==> config.mk <==
export PLATFORM = sky130hd
export DESIGN_NAME = relprime_absdiff
export DESIGN_NICKNAME = d
export VERILOG_FILES = /design/src/rtl/relprime_pkg.sv /design/src/rtl/relprime_absdiff.sv
export SDC_FILE = /design/constraint.sdc
export NUM_CORES = 1
export LEC_CHECK = 0
export ABC_AREA = 0
export CAP_MARGIN = 20
export CORE_UTILIZATION = 48
export DETAILED_ROUTE_END_ITERATION = 7
export PLACE_DENSITY_LB_ADDON = 0.2
export SLEW_MARGIN = 20
export SYNTH_ARGS = -nofsm -noshare
export SYNTH_HDL_FRONTEND = slang
export SYNTH_SLANG_ARGS = --single-unit
==> constraint.sdc <==
create_clock -name vclk -period 3
set_input_delay 0.45 -clock vclk [all_inputs]
set_output_delay 0.45 -clock vclk [all_outputs]
set_load 0.005 [all_outputs]
==> src/rtl/relprime_pkg.sv <==
// relprime_pkg: shared types for the relprime response checker.
// Holds the default operand width, the word type and the FSM state enum.
package relprime_pkg;

    localparam int WIDTH = 16;

    typedef logic [WIDTH-1:0] word_t;

    typedef enum logic [2:0] {
        IDLE,
        ZCHK,
        STRIP,
        REDUCE,
        FINISH
    } chk_state_t;

endpackage

==> src/rtl/relprime_absdiff.sv <==
// relprime_absdiff: combinational min(a,b) and |a-b| for the GCD reduce step.
// The subtraction is selected by a compare, so it never wraps.
module relprime_absdiff #(
    parameter int W = relprime_pkg::WIDTH
) (
    input  logic [W-1:0] i_a,
    input  logic [W-1:0] i_b,
    output logic [W-1:0] o_min,
    output logic [W-1:0] o_diff
);

    logic w_a_lt_b;

    assign w_a_lt_b = (i_a < i_b);
    assign o_min    = w_a_lt_b ? i_a : i_b;
    assign o_diff   = w_a_lt_b ? (i_b - i_a) : (i_a - i_b);

endmodule

==> results of run 1 <==
## per-stage QoR
stage          setup TNS, ps  setup slack, ps  instances  cell area, um^2  util, %
2_1_floorplan              0              205        256             1720        -
3_3_place_gp          -22440             -808        433             2940     86.8
3_5_place_dp          -24540             -888        433             2940     86.8
## kinds of logic after synthesis
group,after synthesis,synth area share (%)
XOR/XNOR,14,7.11
buffers and inverters,45,12.2
AO/OA/AOI/OAI,90,30.3
adder cells (fa/ha/maj),35,26.3
multiplexers,14,8.20
AND/OR/NAND/NOR,58,15.9
==> impl_metrics.ini, run 1 <==
[status]
status = aborted with a tool error
lastStage = clock tree synthesis
error_line = [ERROR DPL-0038] Utilization greater than 100%, impossible to legalize

[logic_synthesis]
syn_nets = 323
synth.area.top_cells = ha_1 24%, a21oi_1 10%, o21ai_0 9.0%
synth_common_cells = 35 x a21oi_1, 33 x ha_1, 32 x inv_1
synth_area_mm2 = 0.00172
ys_warn_count = 0
synth.distinct_cells = 40
synth_most_common_cell = a21oi_1
synth_seq_area_share_pct = 0
avgSynthCellArea_um2 = 6.73
synth_top_area_share_pct = 23.9
syn_inst = 256
yosysTopAreaCell = ha_1

[placement]
post-dp-hpwl_mm = 4.80
port-buffer-count = 64
gp_congestion = 0.913

[clock_network]
cts_setup_buffers = 34
cts_hold_buf = 0
cts_resized = 222

[floorplanning]
start_util_pct = 50.9
fp.dieH_um = 61.9
fp.dieW_um = 61.9
ioPinCount = 64
rows = 21
==> run 2: changes to the inputs <==
CORE_UTILIZATION = 35   (was 48)
PLACE_DENSITY_LB_ADDON = 0.15   (was 0.2)
==> impl_metrics.ini, run 2 <==
[hold_path]
min_path_type = primary input to output port

[worst_setup_path]
slowest_stage = fa_2
crit_chain = buf_8 > inv_4 > ha_4 > fa_2 > nand3b_1 > nand2_2 > a31oi_4 > o31ai_4 > buf_6 > buf_6 > buf_6 > mux2i_2 > xor2_1 > buf_2
critPathArrivalTime_ps = 2660
cp_slowest_stage_delay_ps = 340
required_ps = 2550
cp_num_buf_inv = 6
cpMostUsedCell = buf_6
end_kind = output port
crit_fanout = 3
startpoint_type = primary input
critPathKind = primary input to output port
path_delay_family = buffers and inverters

[timing]
maxSlewHeadroom_pct = 69.8
hold_violations = 0
post-route-period-util_pct = 104
rsz0062_at_grt = true
setup_viol = 12
tightest_slew_ps = 449
layout_setup_ws_ps = -112
final.min_clock_period_ps = 3110
fmax_ghz = 0.321
slew_violations = 0
hold_slack_ps = 1210

[placement]
place_area_mm2 = 0.00306
post-dp-hpwl_mm = 4.44
port-buffer-count = 64
place_ws_ps = -881
gp_congestion = 0.853

[logic_synthesis]
yosysTopAreaCell = ha_1
avgSynthCellArea_um2 = 6.73
synth_area_mm2 = 0.00172
synth_common_cells = 35 x a21oi_1, 33 x ha_1, 32 x inv_1
synth_top_area_share_pct = 23.9
syn_inst = 256
syn_nets = 323
ys_warn_count = 0
synth.distinct_cells = 40
synth.area.top_cells = ha_1 24%, a21oi_1 10%, o21ai_0 9.0%
synth_most_common_cell = a21oi_1
synth_seq_area_share_pct = 0

[detailed_routing]
top_layer = met4
vias = 2487
met2_length_mm = 3.21
first_iter_violations = 167
routedWlPerCell_um = 13.0
drt_pre_antenna_iters = 7
wl_met1_mm = 2.71
drt_drc_violations_left = 0
drtAntennaViolNets = 0
routed-wl-met3_um = 337
drt_wl_total_mm = 6.42
viasPerCell = 5.04

[job]
drv_cap = 0

[grt]
antenna_found_initial = 0
grt_pass1_wl_mm = 9.98
gr-total-overflow = 0
first_global_vias = 2273
grt.total_usage_pct = 23.1
grt_max_degree = 11

[final_layout]
design_area_mm2 = 0.00349
layout-drive-gt1-share_pct = 51.6
final_common_cell = buf_4
diodes = 0
final_cell_mix = 102 x buf_4, 28 x nand2_1, 28 x a21oi_1, 28 x dlygate4sd2_1
nets = 495
finish.utilization_pct = 73.8
clkbuf_count = 0
n_fill_cell = 366
nFlopsAndLatches = 0
area_growth_pct = 102
multi_input_area_mm2 = 0.00188
regArea_um2 = 0

[status]
violations = setup timing
status = finished with violations

[floorplanning]
ioPinCount = 64
fp.dieW_um = 72.2
core_area_mm2 = 0.00472
start_util_pct = 36.5
die-area_mm2 = 0.00521
rows = 25
fp.dieH_um = 72.2

[power]
power_uw = 841
power_leakage_nw = 1.70
power_density_mw_per_mm2 = 241
peakVddDrop_mv = 0.137
## run 2: what timing repair did
item	4_1_cts	5_1_grt
buffers inserted	21	7
setup endpoints to repair	31	31
hold buffers	0	0
gates resized for setup	197	63
pin swaps	34	20
hold endpoints to repair	0	0
cloned	0	0
## run 2: metrics by stage
stage               cells  setup TNS [ps]
global placement      466          -22600
global route          493           -2090
detailed placement    466          -23910
finish                493            -494
CTS                   487           -88.7
floorplan             256               0
## run 2: power breakdown
group	total, mW	leakage, nW	internal, mW	switching [mW]
clock	0	0	0	0
combinational	0.841	1.70	0.464	0.377
sequential	0	0	0	0
## run 2: cell families after synthesis
| kind of cell | after synthesis | share of synthesized area (%) |
|---|---|---|
| adders and majority gates | 35 | 26.3 |
| buffers and inverters | 45 | 12.2 |
| muxes | 14 | 8.20 |
| xor gates and xnor gates | 14 | 7.11 |
| AOI/OAI and AO/OA | 90 | 30.3 |
| and+or+nand+nor | 58 | 15.9 |
## run 2: path summary, 6_finish.rpt
| path | start | endpoint | slack (ps) | cells after the start |
|---|---|---|---|---|
| worst max-delay path | i_a[0] | o_diff[5] | -110 | 14 |
| worst min-delay path | i_b[0] | o_min[0] | 1210 | 4 |
## run 2: area by class of cell
| type | instances | area share, % |
|---|---|---|
| Multi-Input combinational cell | 211 | 53.8 |
| Tap cell | 67 | 2.40 |
| Timing Repair Buffer | 183 | 40.3 |
| Inverter | 32 | 3.52 |
## run 2: routing by layer
metal | GRT usage [%] | vias up
met5 | 0 | -
met1 | 30.4 | 1113
met3 | 0.417 | 21
met2 | 42.7 | 120
met4 | 3.92 | 0
li1 | - | 1233
Power figures use the tool's default switching activity.
==> run 3: changes to the inputs <==
CELL_PAD_IN_SITES_DETAIL_PLACEMENT = 1   (was unset)
CELL_PAD_IN_SITES_GLOBAL_PLACEMENT = 2   (was unset)
CORE_UTILIZATION = 24   (was 35)
PLACE_DENSITY_LB_ADDON = 0.05   (was 0.15)
==> impl_metrics.ini, run 3 (synthesis gave the netlist of run 2 again) <==
[worst_setup_path]
required_ps = 2550
critPathLaunch = i_a[0]
critPathArrivalTime_ps = 2550
crit_fanout = 7
crit_chain = buf_8 > inv_4 > ha_4 > fa_2 > nand3b_1 > nand2_2 > a31oi_4 > o31ai_4 > buf_6 > buf_6 > mux2i_4 > xor2_1 > buf_2
critPathKind = primary input to output port
cpMostUsedCell = buf_6
cp_slowest_stage_delay_ps = 330
end_kind = output port
slowest_stage = fa_2
startpoint_type = primary input

[floorplanning]
die-area_mm2 = 0.00753
ioPinCount = 64
core_area_mm2 = 0.00687
fp.dieW_um = 86.8
fp.dieH_um = 86.8
rows = 30
start_util_pct = 25.1

[power]
power_leakage_nw = 1.69
power_density_mw_per_mm2 = 238
peakVddDrop_mv = 0.0934

[timing]
post-route-period-util_pct = 100
hold_slack_ps = 1290
final.min_clock_period_ps = 3000
setup_viol = 1
tightest_slew_ps = 569
maxSlewHeadroom_pct = 61.9
fmax_ghz = 0.333
hold_violations = 0
layout_setup_ws_ps = -3.76
rsz0062_at_grt = true
slew_violations = 0

[final_layout]
clkbuf_count = 0
area_growth_pct = 108
layout-drive-gt1-share_pct = 53.4
nets = 490
final_common_cell = buf_4
nFlopsAndLatches = 0
final_cell_mix = 100 x buf_4, 29 x dlygate4sd2_1, 26 x nand2_1
regArea_um2 = 0
diodes = 0
n_fill_cell = 855

[hold_path]
min-delay-start = i_b[0]
min_path_type = primary input to output port

[grt]
first_global_vias = 2600
grt.total_usage_pct = 19.0
antenna_found_initial = 0
grt_max_degree = 8
grt_pass1_wl_mm = 11.7
gr-total-overflow = 0

[status]
violations = setup timing
status = finished with violations

[detailed_routing]
routedWlPerCell_um = 13.7
drt_drc_violations_left = 0
vias = 2395
drtAntennaViolNets = 0
viasPerCell = 4.63
drt_pre_antenna_iters = 4
drt_wl_total_mm = 7.10
first_iter_violations = 51

[placement]
gp_congestion = 0.782
post-dp-hpwl_mm = 5.35
place_ws_ps = -959
port-buffer-count = 64

[job]
drv_cap = 0
==> run 3: per-stage QoR <==
| stage | setup TNS (ps) | instance area [um^2] | std cells | util (%) | total power [mW] |
|---|---|---|---|---|---|
| after CTS | -90.2 | 3530 | 516 | 51.4 | 0.811 |
| final | -3.76 | 3590 | 517 | 52.2 | 0.856 |
| after floorplan | 0 | 1720 | 256 | - | 0.324 |
| after detailed placement | -24980 | 3110 | 497 | 45.3 | 0.754 |
| after global placement | -23080 | 3110 | 497 | 45.3 | 0.746 |
| after global routing | -1460 | 3590 | 517 | 52.2 | 0.929 |
==> run 3: timing repair <==
action	in CTS	in global routing
setup buffers	18	3
hold buffers	0	0
gates resized for setup	214	61
pin swaps	39	11
setup endpoints to repair	31	31
cloned	1	0
==> run 3: final timing paths <==
path         to  cells after the start
max   o_diff[2]                     13
min    o_min[0]                      5
==> run 3: final cells by class <==
| type | instances | area (um^2) | area share, % |
|---|---|---|---|
| Tap cell | 96 | 120 | 3.35 |
| Inverter | 32 | 123 | 3.42 |
| Timing Repair Buffer | 178 | 1390 | 38.8 |
| Multi-Input combinational cell | 211 | 1950 | 54.5 |
==> run 3: report_power, final <==
part	leakage (nW)	internal [mW]	switching, mW
sequential	0	0	0
combinational	1.69	0.468	0.387
clock	0	0	0
total	1.69	0.468	0.387
==> run 3: metal layers <==
metal	GRT usage, %	wire length, um	up-vias
met5	0	0	-
met4	2.73	89	0
met3	0.476	139	8
met2	38.7	3860	40
met1	22.2	3010	1132
li1	-	-	1215
==> run 3: critical path: cells and delay by family <==
kind	cells	cell delay, ps
xor+xnor	1	170
buf+inv	5	550
mux	1	200
simple gates	2	290
compound gates	2	400
fa+ha+maj	2	470
==> run 4: changes to the inputs <==
ABC_AREA = 1   (was 0)
==> impl_metrics.ini, run 4 <==
[power]
pwr-share-comb_pct = 100.0
clkPwrFrac_pct = 0
power.share.switching_pct = 48.9
power_density_mw_per_mm2 = 223
peakVddDrop_mv = 0.0953
seqPwrFrac_pct = 0
power_leakage_nw = 2.40
switchingPower_uw = 445
internal_power_uw = 465

[logic_synthesis]
synth_top_family_by_area = simple AND/OR/NAND/NOR gates
muxShareOfSynthArea_pct = 0
synth_compound_area_share_pct = 8.50
synthAdderAreaFrac_pct = 19.5
synth-simple-area-share_pct = 45.7
syn_nets = 531
synth-xor-area-share_pct = 5.65
synth.area.top_cells = nand2_1 34%, ha_1 18%, inv_1 15%
avgSynthCellArea_um2 = 5.01
synth_most_common_cell = nand2_1
synth_seq_area_share_pct = 0
synth_common_cells = 211 x nand2_1, 95 x inv_1, 33 x ha_1
syn_inst = 464
yosysTopAreaCell = nand2_1
ys_warn_count = 0
synth_area_mm2 = 0.00233
synth.distinct_cells = 29
synth_top_area_share_pct = 34.1

[placement]
port-buffer-count = 64
place_area_mm2 = 0.00366
placedCellCount = 726
gp_congestion = 0.797
post-dp-hpwl_mm = 7.42

[detailed_routing]
routedWlPerCell_um = 12.5
drtAntennaViolNets = 0
drt_wl_total_mm = 9.28
drt_drc_violations_left = 0
first_iter_violations = 63
drt_pre_antenna_iters = 4
vias = 3219
viasPerCell = 4.33

[final_layout]
diodes = 0
nFlopsAndLatches = 0
fin_cells = 744
layout-drive-gt1-share_pct = 28.8
final_cell_mix = 201 x nand2_1, 93 x buf_4, 79 x inv_1
nets = 684
area_growth_pct = 75.6
regArea_um2 = 0
clkbuf_count = 0
final_common_cell = nand2_1
design_area_mm2 = 0.00409

[worst_setup_path]
slowest_stage = bufbuf_16
critPathArrivalTime_ps = 2450
required_ps = 2550
cpMostUsedCell = dlygate4sd2_1
crit_chain = dlygate4sd2_1 > buf_4 > ha_2 > a21o_1 > nor2_2 > o21a_1 > nand2_4 > buf_8 > bufbuf_16 > o21ai_0 > dlygate4sd2_1
end_kind = output port
cp_slowest_stage_delay_ps = 260
startpoint_type = primary input
critPathKind = primary input to output port
crit_fanout = 6
critPathLaunch = i_a[14]

[clock_network]
cts_hold_buf = 0

[timing]
final.min_clock_period_ps = 2900
rsz0062_at_grt = false
fmax_ghz = 0.345
post-route-period-util_pct = 96.6
hold_violations = 0
maxSlewHeadroom_pct = 83.5
setup_viol = 0
setup-tns-final_ps = 0
slew_violations = 0
tightest_slew_ps = 246

[floorplanning]
ioPinCount = 64
core_area_mm2 = 0.00933
die-area_mm2 = 0.0101
fp.dieW_um = 100
start_util_pct = 24.9
rows = 35
fp.dieH_um = 100

[grt]
grt_max_degree = 15
first_global_vias = 3333
grt_pass1_wl_mm = 15.7
antenna_found_initial = 0
gr-total-overflow = 0
grt.total_usage_pct = 19.3

[job]
drv_cap = 0

[hold_path]
min-delay-start = i_b[12]
min_path_type = primary input to output port

[status]
status = complete, no violations
run 4: path summary, 6_finish.rpt:
path,end,cells after the start
max,o_min[2],11
min,o_min[12],4
run 4: kinds of logic (layout without fill, tap and decap cells):
group,after synthesis,after routing
simple gates,262,262
fa+ha+maj,35,35
xor+xnor,15,15
buf+inv,115,266
compound gates,37,37
run 4: cell type report:
| cell class | count | area, um^2 |
|---|---|---|
| fillers | 1304 | 5240 |
| repair buffers | 166 | 1440 |
| well taps | 129 | 161 |
| multi-input cells | 349 | 2100 |
| inverters | 100 | 388 |
run 4: what timing repair did:
item / 4_1_cts / 5_1_grt
cloned: 3 / 0
setup endpoints to repair: 31 / 23
setup buffers: 15 / 0
resized for setup: 154 / 14
pin swaps: 11 / 6
run 4: layer usage:
layer  vias up  part of all wire [%]  global-route usage (%)
li1       1687                     -                       -
met1      1493                    49                    26.7
met2        39                    49                    35.4
met3         0                   2.5                   0.209
met4         0                     0                       0
met5         -                     0                       0
run 4: worst max-delay path, delay by kind of cell:
family / cells / cell delay (ps)
and+or+nand+nor: 2 / 220
AOI/OAI and AO/OA: 3 / 530
buffers and inverters: 5 / 1050
adders and majority gates: 1 / 180
run 4: power by group through the flow:
stage,logic (mW),clock network [mW],registers (mW)
3_5_place_dp,0.833,0,0
6_report,0.910,0,0
4_1_cts,0.912,0,0
2_1_floorplan,0.405,0,0
5_1_grt,1.01,0,0
3_3_place_gp,0.818,0,0
run 4: metrics by stage:
step | power [mW] | hold WS (ps) | setup slack [ps] | util [%]
global placement | 0.818 | 1880 | -505 | 39.3
detailed placement | 0.833 | 1890 | -543 | 39.3
finish | 0.910 | 1380 | 103 | 43.8
floorplan | 0.405 | 991 | 584 | -
global route | 1.01 | 1450 | 3.00 | 43.8
CTS | 0.912 | 1420 | 2.88 | 43.7
